File: src/rtl/adc_cap_pkg.sv
// Shared types and defaults for the ADC capture sequencer.
package adc_cap_pkg;

    localparam int unsigned DEF_DATA_W = 12;
    localparam int unsigned DEF_ADDR_W = 16;
    localparam int unsigned RAM_W      = 16;
    localparam int unsigned RAM_PAD_W  = RAM_W - DEF_DATA_W;

    typedef enum logic [2:0] {
        IDLE,
        ARM,
        CAPTURE,
        HANDOFF,
        DRAIN
    } cap_state_e;

endpackage

File: src/rtl/adc_capture_seq_if.sv
// Capture RAM port A plus readout-controller handshake.
// master: sequencer side, slave: RAM / readout side.
interface adc_capture_seq_if #(
    parameter int unsigned ADDR_W = adc_cap_pkg::DEF_ADDR_W
);

    logic                           ram_we;
    logic [ADDR_W-1:0]              ram_addr;
    logic [adc_cap_pkg::RAM_W-1:0]  ram_din;
    logic                           rd_start;
    logic [ADDR_W-1:0]              rd_length;
    logic                           rd_busy;

    modport master (
        output ram_we,
        output ram_addr,
        output ram_din,
        output rd_start,
        output rd_length,
        input  rd_busy
    );

    modport slave (
        input  ram_we,
        input  ram_addr,
        input  ram_din,
        input  rd_start,
        input  rd_length,
        output rd_busy
    );

endinterface

File: src/rtl/adc_trig_detect.sv
// Rising-threshold crossing detector over consecutive valid samples.
// The first sample after clear only primes the previous-sample register.
module adc_trig_detect #(
    parameter int unsigned DATA_W = 12
) (
    input  logic              clk,
    input  logic              rst,
    input  logic              clear,
    input  logic              enable,
    input  logic [DATA_W-1:0] sample,
    input  logic [DATA_W-1:0] level,
    output logic              fire
);

    logic [DATA_W-1:0] prev_q;
    logic              loaded_q;

    // Track the last valid sample seen while armed.
    always_ff @(posedge clk or posedge rst) begin
        if (rst) begin
            prev_q   <= '0;
            loaded_q <= 1'b0;
        end else if (clear) begin
            loaded_q <= 1'b0;
        end else if (enable) begin
            prev_q   <= sample;
            loaded_q <= 1'b1;
        end
    end

    assign fire = enable && loaded_q && (prev_q < level) && (sample >= level);

endmodule

File: src/rtl/adc_capture_seq.sv
// ADC capture-and-dump sequencer: decimated capture into RAM port A, then
// hands the frame to the readout path and waits for it to drain.
// Optional build macro: CAPTURE_TRIG_EN (threshold trigger in ARM).
module adc_capture_seq
    import adc_cap_pkg::*;
#(
    parameter int unsigned DATA_W  = DEF_DATA_W,
    parameter int unsigned ADDR_W  = DEF_ADDR_W,
    parameter int unsigned MAX_LEN = 4096,
    parameter int unsigned DEC_W   = 8
) (
    input  logic              clk,
    input  logic              rst,
    input  logic              start,
    input  logic              abort,
    input  logic [ADDR_W-1:0] capture_len,
    input  logic [DEC_W-1:0]  decim,
    input  logic [DATA_W-1:0] trig_level,
    input  logic [DATA_W-1:0] sample_in,
    input  logic              sample_valid,
    output logic              busy,
    output logic              done,
    output logic              aborted,
    adc_capture_seq_if.master bus
);

    localparam logic [ADDR_W-1:0] MAX_LEN_A = ADDR_W'(MAX_LEN);

    cap_state_e        state_q, state_d;
    logic [ADDR_W-1:0] len_q, len_d;
    logic [DEC_W-1:0]  dec_q, dec_d;
    logic [DEC_W-1:0]  dec_cnt_q, dec_cnt_d;
    logic [ADDR_W-1:0] wr_ptr_q, wr_ptr_d;
    logic              seen_q, seen_d;
    logic              ram_we_q, ram_we_d;
    logic [ADDR_W-1:0] ram_addr_q, ram_addr_d;
    logic [RAM_W-1:0]  ram_din_q, ram_din_d;
    logic              rd_start_q, rd_start_d;
    logic [ADDR_W-1:0] rd_length_q, rd_length_d;
    logic              done_q, done_d;
    logic              aborted_q, aborted_d;

    logic              keep;
    logic              start_acc;
    logic [ADDR_W-1:0] len_clamped;
    logic [DEC_W-1:0]  dec_cnt_adv;
    logic              trig_fire;

    assign start_acc   = (state_q == IDLE) && start && !abort;
    assign len_clamped = (capture_len > MAX_LEN_A) ? MAX_LEN_A : capture_len;
    assign dec_cnt_adv = (dec_cnt_q == dec_q) ? '0 : dec_cnt_q + DEC_W'(1);

`ifdef CAPTURE_TRIG_EN
    adc_trig_detect #(
        .DATA_W (DATA_W)
    ) u_trig (
        .clk    (clk),
        .rst    (rst),
        .clear  (start_acc),
        .enable ((state_q == ARM) && sample_valid),
        .sample (sample_in),
        .level  (trig_level),
        .fire   (trig_fire)
    );
`else
    logic unused_trig_level;
    assign unused_trig_level = ^trig_level;
    assign trig_fire         = 1'b0;
`endif

    // Next-state and registered-output decode.
    always_comb begin
        state_d     = state_q;
        len_d       = len_q;
        dec_d       = dec_q;
        dec_cnt_d   = dec_cnt_q;
        wr_ptr_d    = wr_ptr_q;
        seen_d      = seen_q;
        ram_we_d    = 1'b0;
        ram_addr_d  = '0;
        ram_din_d   = '0;
        rd_start_d  = 1'b0;
        rd_length_d = rd_length_q;
        done_d      = 1'b0;
        aborted_d   = 1'b0;
        keep        = 1'b0;

        unique case (state_q)
            IDLE: begin
                if (start_acc) begin
                    len_d     = len_clamped;
                    dec_d     = decim;
                    dec_cnt_d = '0;
                    wr_ptr_d  = ADDR_W'(1);
                    if (len_clamped == '0) begin
                        done_d = 1'b1;
                    end else begin
                        state_d = ARM;
                    end
                end
            end
            ARM: begin
`ifdef CAPTURE_TRIG_EN
                // The crossing sample is the first kept one.
                if (trig_fire) begin
                    keep      = 1'b1;
                    dec_cnt_d = dec_cnt_adv;
                end
`else
                state_d   = CAPTURE;
                dec_cnt_d = '0;
`endif
            end
            CAPTURE: begin
                if (sample_valid) begin
                    keep      = (dec_cnt_q == '0);
                    dec_cnt_d = dec_cnt_adv;
                end
            end
            HANDOFF: begin
                state_d = DRAIN;
                seen_d  = 1'b0;
            end
            DRAIN: begin
                if (bus.rd_busy) begin
                    seen_d = 1'b1;
                end
                if (seen_q && !bus.rd_busy) begin
                    done_d   = 1'b1;
                    state_d  = IDLE;
                    wr_ptr_d = ADDR_W'(1);
                end
            end
            default: state_d = IDLE;
        endcase

        // Kept sample: one-cycle registered write, rd_start coincides with HANDOFF.
        if (keep) begin
            ram_we_d   = 1'b1;
            ram_addr_d = wr_ptr_q;
            ram_din_d  = RAM_W'(sample_in);
            wr_ptr_d   = wr_ptr_q + ADDR_W'(1);
            if (wr_ptr_q == len_q) begin
                state_d     = HANDOFF;
                rd_start_d  = 1'b1;
                rd_length_d = len_q;
            end else begin
                state_d = CAPTURE;
            end
        end

        if (abort && (state_q != IDLE)) begin
            state_d    = IDLE;
            ram_we_d   = 1'b0;
            ram_addr_d = '0;
            ram_din_d  = '0;
            rd_start_d = 1'b0;
            done_d     = 1'b0;
            aborted_d  = 1'b1;
            wr_ptr_d   = ADDR_W'(1);
        end
    end

    // State and output registers.
    always_ff @(posedge clk or posedge rst) begin
        if (rst) begin
            state_q     <= IDLE;
            len_q       <= '0;
            dec_q       <= '0;
            dec_cnt_q   <= '0;
            wr_ptr_q    <= ADDR_W'(1);
            seen_q      <= 1'b0;
            ram_we_q    <= 1'b0;
            ram_addr_q  <= '0;
            ram_din_q   <= '0;
            rd_start_q  <= 1'b0;
            rd_length_q <= '0;
            done_q      <= 1'b0;
            aborted_q   <= 1'b0;
        end else begin
            state_q     <= state_d;
            len_q       <= len_d;
            dec_q       <= dec_d;
            dec_cnt_q   <= dec_cnt_d;
            wr_ptr_q    <= wr_ptr_d;
            seen_q      <= seen_d;
            ram_we_q    <= ram_we_d;
            ram_addr_q  <= ram_addr_d;
            ram_din_q   <= ram_din_d;
            rd_start_q  <= rd_start_d;
            rd_length_q <= rd_length_d;
            done_q      <= done_d;
            aborted_q   <= aborted_d;
        end
    end

    assign bus.ram_we    = ram_we_q;
    assign bus.ram_addr  = ram_addr_q;
    assign bus.ram_din   = ram_din_q;
    assign bus.rd_start  = rd_start_q;
    assign bus.rd_length = rd_length_q;
    assign busy          = (state_q != IDLE);
    assign done          = done_q;
    assign aborted       = aborted_q;

endmodule
File: src/flat_wrapper.sv
// flat-port wrapper written by rule: the top's interface ports become plain ports
module adc_capture_seq_flat import adc_cap_pkg::*;
#(
    parameter int unsigned DATA_W  = DEF_DATA_W,
    parameter int unsigned ADDR_W  = DEF_ADDR_W,
    parameter int unsigned MAX_LEN = 4096,
    parameter int unsigned DEC_W   = 8
)
  (clk, rst, start, abort, capture_len, decim, trig_level, sample_in, sample_valid, busy, done, aborted, bus_ram_we, bus_ram_addr, bus_ram_din, bus_rd_start, bus_rd_length, bus_rd_busy);
  adc_capture_seq_if #(.ADDR_W(ADDR_W)) bus_i ();
  input  logic clk;
  input  logic rst;
  input  logic start;
  input  logic abort;
  input  logic [ADDR_W-1:0] capture_len;
  input  logic [DEC_W-1:0] decim;
  input  logic [DATA_W-1:0] trig_level;
  input  logic [DATA_W-1:0] sample_in;
  input  logic sample_valid;
  output logic busy;
  output logic done;
  output logic aborted;
  output wire logic [$bits(bus_i.ram_we)-1:0] bus_ram_we;
  output wire logic [$bits(bus_i.ram_addr)-1:0] bus_ram_addr;
  output wire logic [$bits(bus_i.ram_din)-1:0] bus_ram_din;
  output wire logic [$bits(bus_i.rd_start)-1:0] bus_rd_start;
  output wire logic [$bits(bus_i.rd_length)-1:0] bus_rd_length;
  input wire logic [$bits(bus_i.rd_busy)-1:0] bus_rd_busy;
  assign bus_ram_we = bus_i.ram_we;
  assign bus_ram_addr = bus_i.ram_addr;
  assign bus_ram_din = bus_i.ram_din;
  assign bus_rd_start = bus_i.rd_start;
  assign bus_rd_length = bus_i.rd_length;
  assign bus_i.rd_busy = bus_rd_busy;
  adc_capture_seq #(.DATA_W(DATA_W), .ADDR_W(ADDR_W), .MAX_LEN(MAX_LEN), .DEC_W(DEC_W)) u_core (.clk(clk), .rst(rst), .start(start), .abort(abort), .capture_len(capture_len), .decim(decim), .trig_level(trig_level), .sample_in(sample_in), .sample_valid(sample_valid), .busy(busy), .done(done), .aborted(aborted), .bus(bus_i));
endmodule
File: config.mk
export PLATFORM = sky130hd
export DESIGN_NAME = adc_capture_seq_flat
export DESIGN_NICKNAME = d
export VERILOG_FILES = /design/src/rtl/adc_cap_pkg.sv /design/src/rtl/adc_capture_seq_if.sv /design/src/rtl/adc_trig_detect.sv /design/src/rtl/adc_capture_seq.sv /design/src/flat_wrapper.sv
export SDC_FILE = /design/constraint.sdc
export NUM_CORES = 1
export LEC_CHECK = 0
export CAP_MARGIN = 20
export CORE_MARGIN = 8
export CORE_UTILIZATION = 46
export CTS_BUF_LIST = sky130_fd_sc_hd__clkbuf_4 sky130_fd_sc_hd__clkbuf_8
export CTS_CLUSTER_SIZE = 28
export DETAILED_ROUTE_END_ITERATION = 8
export GPL_TIMING_DRIVEN = 0
export PLACE_DENSITY = 0.88
export SYNTH_ARGS = -nofsm -noshare
export SYNTH_HDL_FRONTEND = slang
export SYNTH_SLANG_ARGS = --single-unit
File: constraint.sdc
create_clock -name clk -period 3.2 [get_ports clk]
set_input_delay 0.48 -clock clk [delete_from_list [all_inputs] [get_ports clk]]
set_output_delay 0.48 -clock clk [all_outputs]
set_load 0.03 [all_outputs]
======== Word level (Yosys, flattened, before mapping) ========
Index checks and enable logic that the tools add are counted.
word-level totals
  bits in registers ....................... 100
  input port bits ......................... 54
  logic and storage cells ................. 84
cells by class
  add/sub/neg operators ................... 2
  $lt $le $gt $ge ......................... 1
  eq/ne operators ......................... 13
  mux-type cells .......................... 36
  reductions and logical operators ........ 19
operators with widths
  cell                   number
  $mux 16                7
  $pmux 16 s2            1
  $mux 12                2
  $mux 8                 3
  $pmux 8 s3             1
  $add 16x1->16 const B  1
  $eq 16x16->1           1
  $gt 16x13->1 const B   1
  $logic_not 16->1       1
  $mux 3                 5
  $pmux 3 s5             1
  $mux 1                 14
  $add 8x1->8 const B    1
  $eq 8x8->1             1
  $logic_not 8->1        1
  $eq 3x2->1 const B     2
  $reduce_and 2->1       3
  $reduce_and 3->1       2
  $reduce_bool 3->1      2
  $logic_and 1x1->1      4
  $ne 2x2->1 const B     2
  $ne 4x1->1 const B     1
  $ne 4x2->1 const B     1
  $ne 4x3->1 const B     1
  10 further kinds       12

======== Depth between registers and ports, before layout ========
Gate-level depths: netlist (run 1).
  depth after elaboration ................. 8
  gate-level depth with buffers ........... 8
  gate-level depth less buffers ........... 7

======== Worst setup path before layout (run 1) ========
OpenSTA, ideal clock, no wires.
  path type ............................... flip-flop to flip-flop
  from .................................... reg u_core.dec_cnt_q[0]
  to ...................................... reg u_core.rd_length_q[0] (netlist: u_core.bus.rd_length[0])
  setup time .............................. 0.125 ns
  data arrival time ....................... 1.803 ns
  required time ........................... 3.075 ns
  path slack .............................. 1.272 ns
  stages on the path, launching flop included .. 9
  clock period less this slack ............ 1.928 ns
  cell sequence ........................... dfrtp_1 inv_1 ha_1 nor4b_4 nand3_2 nor3_2 nand2_2 buf_6 mux2_4
between the ends
  longest elaborated chain between the ends .. 4
RTL lines
  item                               line                    source
  from (decl)                        adc_capture_seq.sv:32   logic [DEC_W-1:0] dec_cnt_q, dec_cnt_d;
  from (signal assigned)             adc_capture_seq.sv:184  dec_cnt_q <= dec_cnt_d;
  $logic_not 8->1                    adc_capture_seq.sv:116  keep = (dec_cnt_q == '0);
  $mux 1                             adc_capture_seq.sv:115  if (sample_valid) begin
  $mux 1                             adc_capture_seq.sv:88   unique case (state_q)
  $reduce_and 2->1 (no source line)  --
  to (signal assigned)               adc_capture_seq.sv:191  rd_length_q <= rd_length_d;
  to (decl)                          adc_capture_seq.sv:39   logic [ADDR_W-1:0] rd_length_q, rd_length_d;
Every way passes these cells.
A chain may end at the register's enable or synchronous reset.

======== Final worst setup path (run 1) ========
  from .................................... reg u_core.state_q[1]
  to ...................................... out busy
between the ends
  longest elaborated chain between the ends .. 1
RTL lines
  item                    line                    source
  from (decl)             adc_capture_seq.sv:29   cap_state_e state_q, state_d;
  from (signal assigned)  adc_capture_seq.sv:181  state_q <= state_d;
  $reduce_bool 3->1       adc_capture_seq.sv:202  assign busy = (state_q != IDLE);
  to (decl)               flat_wrapper.sv:20      output logic busy;
Every way passes these cells.

==> out/qor.yml, run 1 <==
grt_pass1_vias: 3376
utilization_pct: 60.2
cts_tree: "built"
wl_um: 10300
drv_slew: 0
syn_area_mm2: 0.00448
avgSynthCellArea_um2: 11.5
hold_buffers: 0
final_common_cell: "dfrtp_1"
crit_required_ns: 2.72
tightestPinTransition_ns: 0.656
worstPathCellList: "buf_2 > nor3_1 > inv_1 > clkdlybuf4s50_1"
outcome: "finished clean"
placementRows: 36
place_inst: 614
yosysTopAreaCell: "dfrtp_1"
diodes: 0
yosysWarnings: 0
ant_nets: 0
die-width_um: 115
clkTransAtPathRegs_ns: 0.09
netlist_instances: 388
fillCellCount: 790
cts_buffer_depth: 2
die_area_mm2: 0.0131
synth-edff-count: 0
max-vdd-ir-drop_mv: 0.338
drcViolationCount: 0
antenna_found_initial: 0
insertion_delay_ns: 0.36
grt_setup_unrepaired: "false"
crit_arrival_ns: 1.95
drt-vias-per-instance: 5.27
seq_area_frac_synth_pct: 55.9
reg2reg_to: "u_core.bus.rd_length[1]"
yosys.cell_types.count: 48
vias: 3318
synthArstFlopShare_pct: 100
worstRegToRegCells: 8
final_layout_size_suffix_gt1_share_pct: 12.7
postCtsSetupBuffers: 0
fmax_mhz: 411
fin_cells: 630
leakagePower_nw: 2.51
finalHoldViolCount: 0
grt_max_degree: 75
register_area_mm2: 0.00250
final_cell_mix: "99 x dfrtp_1, 89 x clkdlybuf4s50_1, 32 x and2_1"
drt_iter0_drc: 169
relSlewSlack_pct: 55.9
core_mm2: 0.00959
grt_usage_pct: 16.2
power_density_mw_per_mm2: 550
die_y_um: 115
clock-sinks: 100
slowest_delay_ns: 0.61
critPathKind: "reg -> out"
dp_hpwl_um: 7760
cp_max_fo: 8
setup_viol: 0
synthToLayoutAreaGrowth_pct: 29.0
cp-start-kind: "flop"
io_pins: 107
initial_core_util_pct: 46.7
hold_slack_ns: 0.434
critPathCaptureType: "output port"
reg2reg_setup_slack_ns: 0.92
max_cap_violations: 0
grt_pass1_wl_um: 16800
synth_top_area_share_pct: 55.3
hold_class: "in -> async"
multiInputGateArea_mm2: 0.00182
cts_made_buffers: 9
cts_resized: 0
power_mw: 3.18
fin_crit_ns: 2.43
synth_ff_type: "dfrtp_1"
yosys_register_bits: 100
htreeDepth: 3
synthTopCellsByArea: "dfrtp_1 55%, xnor2_1 5.9%, and2_1 4.5%"
routabilityCongestion: 0.871
timing.rr.start: "u_core.dec_cnt_q[0]"
portBuffers: 89
timing.final.crit_share_pct: 76.0
ctsRootBufferMaster: "clkbuf_8"
detail_route.wl_per_cell_um: 16.3
critPathSlowestCell: "clkdlybuf4s50_1"
nets: 549
grt_remaining_overflow: 0
finClkSkew_ns: 0.00848
first_pass_iters: 5
## cell type report
| class | instances | area share [%] |
|---|---|---|
| well taps | 133 | 2.88 |
| inverters | 11 | 0.758 |
| flip-flops and latches | 100 | 43.3 |
| repair buffers | 90 | 15.9 |
| plain buffers | 24 | 2.23 |
| clock inverters | 4 | 0.845 |
| clock buffers | 12 | 2.64 |
| multi-input cells | 256 | 31.4 |
## kinds of logic (layout without fill, tap and decap cells)
family / count (synthesis) / after routing / synth area share [%]
DFF: 100 / 100 / 55.9
and+or+nand+nor: 133 / 133 / 17.1
xor gates and xnor gates: 30 / 30 / 5.87
buffers and inverters: 35 / 141 / 3.80
muxes: 25 / 25 / 7.12
AOI/OAI and AO/OA: 61 / 61 / 9.25
other: 1 / 4 / 0.0837
adders and majority gates: 3 / 3 / 0.838
## Yosys cell counts, drive strengths merged, types with 8 or more instances
| master | instances |
|---|---|
| xnor2 | 30 |
| nand3 | 13 |
| mux2 | 25 |
| inv | 11 |
| and2 | 32 |
| buf | 10 |
| nand4 | 13 |
| o21ai | 24 |
| clkbuf | 14 |
| dfrtp | 99 |
| nor3 | 8 |
| nand2 | 20 |
| nor2 | 24 |
| a22o | 15 |
## flip-flops by register name (all words and copies together) (netlist names), 3 cells and up
signal                cells
u_core.dec_q              8
u_core.dec_cnt_q          8
u_core.state_q            3
u_core.len_q             16
u_core.bus.rd_length     16
u_core.bus.ram_addr      16
u_core.wr_ptr_q          16
u_core.bus.ram_din       12
## per-stage QoR
stage	worst slack, ns	cell area [um2]	TNS (ns)
5_1_grt	0.636	5780	0
3_3_place_gp	-1.17	5550	-115.81
2_1_floorplan	0.103	4490	0
6_report	0.767	5780	0
3_5_place_dp	0.727	5580	0
4_1_cts	0.754	5780	0
## routing by layer
metal | GRT usage [%] | part of all wire [%]
met1 | 19.2 | 41
met2 | 26.8 | 48
met3 | 4.27 | 7.8
met4 | 7.81 | 2.7
met5 | 0 | 0
## where the power goes
part	internal [mW]	switching (mW)
combinational	0.383	0.491
clock	0.400	0.415
sequential	1.39	0.0996
## worst max-delay path by stage
stage                           start                       to  slack (ns)  cells after the start
floorplan                         rst           u_core.aborted        0.10                      1
detailed placement       sample_valid  u_core.bus.rd_length[1]        0.73                      7
global route        u_core.state_q[1]                     busy        0.64                      4
CTS                 u_core.state_q[1]                     busy        0.75                      4
finish              u_core.state_q[1]                     busy        0.77                      4
global placement                  rst          u_core.dec_q[6]       -1.17                      2
## worst max-delay path: cells and delay by family (launching register included)
kind | cells | cell delay [ns]
buf+inv | 3 | 0.92
flops | 1 | 0.36
simple gates | 1 | 0.31
Power figures use the tool's default switching activity.
==> inputs of run 2 (changes only) <==
==> constraint.sdc (replaced) <==
create_clock -name clk -period 2.11 [get_ports clk]
set_input_delay 0.3165 -clock clk [delete_from_list [all_inputs] [get_ports clk]]
set_output_delay 0.3165 -clock clk [all_outputs]
set_load 0.03 [all_outputs]
==> run 2 against run 1 <==
  * Critical path depth grew 4
  * Flip-flop and latch count unchanged
  * Die area stayed put
  * Largest cell class unchanged
  * Highest routed layer unchanged
==> out/qor.yml, run 2 (synthesis results as in run 1) <==
ant_nets: 0
min_from: "abort"
clkTransAtPathRegs_ns: 0.09
critPathKind: "reg -> reg"
fmax_mhz: 487
tightestPinTransition_ns: 0.609
post-place-ws_ns: -0.175
insertion_delay_ns: 0.37
hold_class: "in -> reg"
hold-path-endpoint: "u_core.state_q[2]"
clock-sinks: 100
placementRows: 36
die-width_um: 115
cp_top_family: "compound AO/OA/AOI/OAI gates"
crit_cells: 8
synthToLayoutAreaGrowth_pct: 31.0
critPathCaptureType: "flop"
crit_required_ns: 2.34
detail_route.wl_per_cell_um: 16.4
reg2reg_to: "u_core.wr_ptr_q[6]"
drcViolationCount: 0
setup_viol: 0
relSlewSlack_pct: 59.2
core_mm2: 0.00959
grt_pass1_wl_um: 17000
outcome: "finished clean"
critical_path_buf_inv_count: 2
finClkSkew_ns: 0.0123
cts_tree: "built"
timing.final.crit_share_pct: 97.4
routabilityCongestion: 0.860
hold_slack_ns: 0.285
io_pins: 107
grt_usage_pct: 16.5
wl_um: 10400
holdPathStages: 2
crit_arrival_ns: 2.29
max-vdd-ir-drop_mv: 0.430
antenna_found_initial: 0
power_density_mw_per_mm2: 837
utilization_pct: 61.1
cts_made_buffers: 9
drt-vias-per-instance: 5.33
drv_slew: 0
final_cell_mix: "97 x dfrtp_1, 88 x clkdlybuf4s50_1, 32 x and2_1"
slowest_delay_ns: 0.46
grt_max_degree: 43
htreeDepth: 3
power_mw: 4.91
final.setup.worst_slack_ns: 0.0552
die_y_um: 115
portBuffers: 89
first_pass_iters: 5
setup_tns_ns: 0
timing.rr.start: "u_core.dec_cnt_q[0]"
grt_setup_unrepaired: "true"
cpMostUsedCell: "o21ai_0"
critPathSlowestCell: "dfrtp_2"
ctsRootBufferMaster: "clkbuf_8"
diodes: 0
initial_core_util_pct: 46.7
hold_buffers: 0
grt_pass1_vias: 3507
nets: 556
leakagePower_nw: 2.55
fin_crit_ns: 2.05
cp_max_fo: 10
reg2reg_setup_slack_ns: 0.06
cp-start-kind: "flop"
dp_hpwl_um: 7920
die_area_mm2: 0.0131
final_common_cell: "dfrtp_1"
drt_iter0_drc: 140
worstRegToRegCells: 8
worstPathCellList: "inv_1 > ha_1 > nor4b_4 > nand3_2 > a22o_2 > buf_2 > o21ai_0 > o21ai_0"
grt_remaining_overflow: 0
vias: 3393
max_cap_violations: 0
cts_buffer_depth: 2
final_layout_size_suffix_gt1_share_pct: 15.3
finalHoldViolCount: 0
==> run 2: changes by cell type in the layout (fill, tap and decap cells not counted), sizes merged <==
cell | previous run | this run
clkinv | 3 | 1
clkdlybuf4s50 | 89 | 88
clkbuf | 26 | 24
clkinvlp | 0 | 3
dlygate4sd2 | 0 | 1
buf | 11 | 19
==> run 2: power by group <==
part	total (mW)	internal [mW]	switching (mW)
Sequential	2.27	2.11	0.158
Combinational	1.39	0.630	0.760
Clock	1.25	0.596	0.652
Total	4.91	3.34	1.57
==> run 2: what timing repair did <==
| action | in CTS | in global routing |
|---|---|---|
| cloned | 0 | 0 |
| resized for setup | 2 | 15 |
| buffers inserted | 3 | 3 |
| pin swaps | 1 | 3 |
| setup endpoints to repair | 20 | 45 |
==> run 2: through the flow <==
stage / area, um2 / cells
finish: 5870 / 637
global route: 5870 / 637
CTS: 5820 / 634
detailed placement: 5590 / 615
global placement: 5550 / 613
floorplan: 4490 / 391
==> run 2: metal layers <==
metal  GRT usage, %  up-vias  share of wire, %
li1               -     1563                 -
met1           20.0     1676                42
met2           26.9      132                49
met3           4.75       22               7.4
met4           6.65        0               2.0
met5              0        -                 0
==> run 2: final cells by class <==
type | count | area, um2
plain buffers | 24 | 131
clock buffers | 11 | 145
clock inverters | 5 | 58.8
fillers | 769 | 3730
inverters | 11 | 45.0
multi-input cells | 256 | 1840
flip-flops and latches | 100 | 2510
well taps | 133 | 166
repair buffers | 97 | 975
==> run 2: worst max path at each step <==
stage,start,to
detailed placement,sample_valid,u_core.wr_ptr_q[8]
CTS,u_core.dec_cnt_q[0],u_core.bus.rd_length[0]
global placement,rst,u_core.dec_q[7]
global route,u_core.dec_cnt_q[0],u_core.wr_ptr_q[6]
floorplan,u_core.dec_cnt_q[0],u_core.bus.rd_length[0]
finish,u_core.dec_cnt_q[0],u_core.wr_ptr_q[6]
==> inputs of run 3 (changes only) <==
--- a/config.mk
+++ b/config.mk
@@ -16,3 +16,4 @@
 export SYNTH_ARGS = -nofsm -noshare
 export SYNTH_HDL_FRONTEND = slang
 export SYNTH_SLANG_ARGS = --single-unit
+export TNS_END_PERCENT = 20
==> run 3 against run 2 <==
  * Clock skew grew 0.00058 ns
  * Count of clock-buffer cells in the layout is the same
  * Largest cell class unchanged
  * Fmax grew 0.67%
  * Die area is the same
  * Core utilization shrank 0.18 points
  * Sequential share of layout area grew 0.13 points
==> out/qor.yml, run 3 (synthesis results as in run 1) <==
outcome: "finished clean"
slowest_delay_ns: 0.46
utilization_pct: 61.0
reg2reg_setup_slack_ns: 0.07
leakagePower_nw: 2.53
nets: 554
grt_setup_unrepaired: "true"
setup_viol: 0
worstRegToRegCells: 8
grt_max_degree: 43
cts_made_buffers: 9
holdPathStages: 2
reg2reg_to: "u_core.bus.rd_length[0]"
critPathSlowestCell: "dfrtp_2"
io_pins: 107
initial_core_util_pct: 46.7
drt-vias-per-instance: 5.37
vias: 3410
diodes: 0
max-vdd-ir-drop_mv: 0.430
core_mm2: 0.00959
timing.rr.start: "u_core.dec_cnt_q[0]"
cp-start-kind: "flop"
grt_pass1_vias: 3483
first_pass_iters: 4
hold_buffers: 0
grt_usage_pct: 16.4
cts_buffer_depth: 2
cts_tree: "built"
grt_pass1_wl_um: 17000
placementRows: 36
fmax_mhz: 490
power_density_mw_per_mm2: 834
die_y_um: 115
relSlewSlack_pct: 60.0
worstPathCellList: "inv_1 > ha_1 > nor4b_4 > nand3_2 > nor3_2 > nand2_2 > buf_6 > mux2_4"
finalHoldViolCount: 0
crit_arrival_ns: 2.30
ant_nets: 0
critPathCaptureType: "flop"
final_cell_mix: "97 x dfrtp_1, 88 x clkdlybuf4s50_1, 32 x and2_1"
antenna_found_initial: 0
clkTransAtPathRegs_ns: 0.09
detail_route.wl_per_cell_um: 16.5
min_from: "abort"
finClkSkew_ns: 0.0129
hold_class: "in -> reg"
htreeDepth: 3
grt_remaining_overflow: 0
drt_iter0_drc: 161
insertion_delay_ns: 0.37
wl_um: 10500
die_area_mm2: 0.0131
drv_slew: 0
portBuffers: 89
max_cap_violations: 0
fin_crit_ns: 2.04
routabilityCongestion: 0.860
ctsRootBufferMaster: "clkbuf_8"
hold-path-endpoint: "u_core.state_q[2]"
final_common_cell: "dfrtp_1"
drcViolationCount: 0
die-width_um: 115
crit_required_ns: 2.37
timing.final.crit_share_pct: 96.7
dp_hpwl_um: 7920
hold_slack_ns: 0.278
final_layout_size_suffix_gt1_share_pct: 14.9
cp_max_fo: 10
tightestPinTransition_ns: 0.598
clock-sinks: 100
critPathKind: "reg -> reg"
synthToLayoutAreaGrowth_pct: 30.6
run 3: per-layer routing:
metal,wire length (um),up-vias,GRT usage [%]
met4,239,0,6.65
met1,4330,1680,20.1
li1,-,1562,-
met2,5100,141,26.6
met3,793,27,4.75
met5,0,-,0
run 3: area by class of cell:
class,instances,area (um2)
Fill cell,774,3750
Sequential cell,100,2510
Multi-Input combinational cell,256,1830
Timing Repair Buffer,95,960
Tap cell,133,166
Clock buffer,11,145
Buffer,24,135
Clock inverter,5,58.8
Inverter,11,45.0
run 3: metrics by stage:
stage / cells / cell area, um2 / setup WS (ns) / power [mW] / TNS, ns
after CTS: 632 / 5800 / -0.0280 / 4.86 / -0.0280
final: 635 / 5850 / 0.0689 / 4.87 / 0
after global placement: 613 / 5550 / -0.308 / 3.55 / -32.31
after floorplan: 391 / 4490 / 0.182 / 3.20 / 0
after global routing: 635 / 5850 / -0.0398 / 5.13 / -0.351
after detailed placement: 615 / 5590 / -0.175 / 3.62 / -3.72
run 3: power breakdown:
group / switching [mW] / internal (mW)
registers: 0.158 / 2.11
logic: 0.749 / 0.600
clock network: 0.662 / 0.596
total: 1.57 / 3.31
run 3: worst max path at each step:
stage,start,endpoint,slack (ns)
floorplan,u_core.dec_cnt_q[0],u_core.bus.rd_length[0],0.18
global placement,rst,u_core.dec_q[7],-0.31
detailed placement,sample_valid,u_core.wr_ptr_q[8],-0.18
CTS,u_core.dec_cnt_q[0],u_core.wr_ptr_q[15],-0.03
global route,u_core.dec_cnt_q[0],u_core.wr_ptr_q[2],-0.04
finish,u_core.dec_cnt_q[0],u_core.bus.rd_length[0],0.07
run 3: repair_timing:
item                                    in CTS  in global routing
buffers inserted                             1                  3
resized for setup                            3                 10
endpoints found under the setup margin      20                 45
pin swaps                                    0                  3
run 3: worst max-delay path: cells and delay by family (launching register included):
kind / cells / cell delay, ns
mux: 1 / 0.31
flops: 1 / 0.46
fa+ha+maj: 1 / 0.14
simple gates: 4 / 0.78
buf+inv: 2 / 0.25
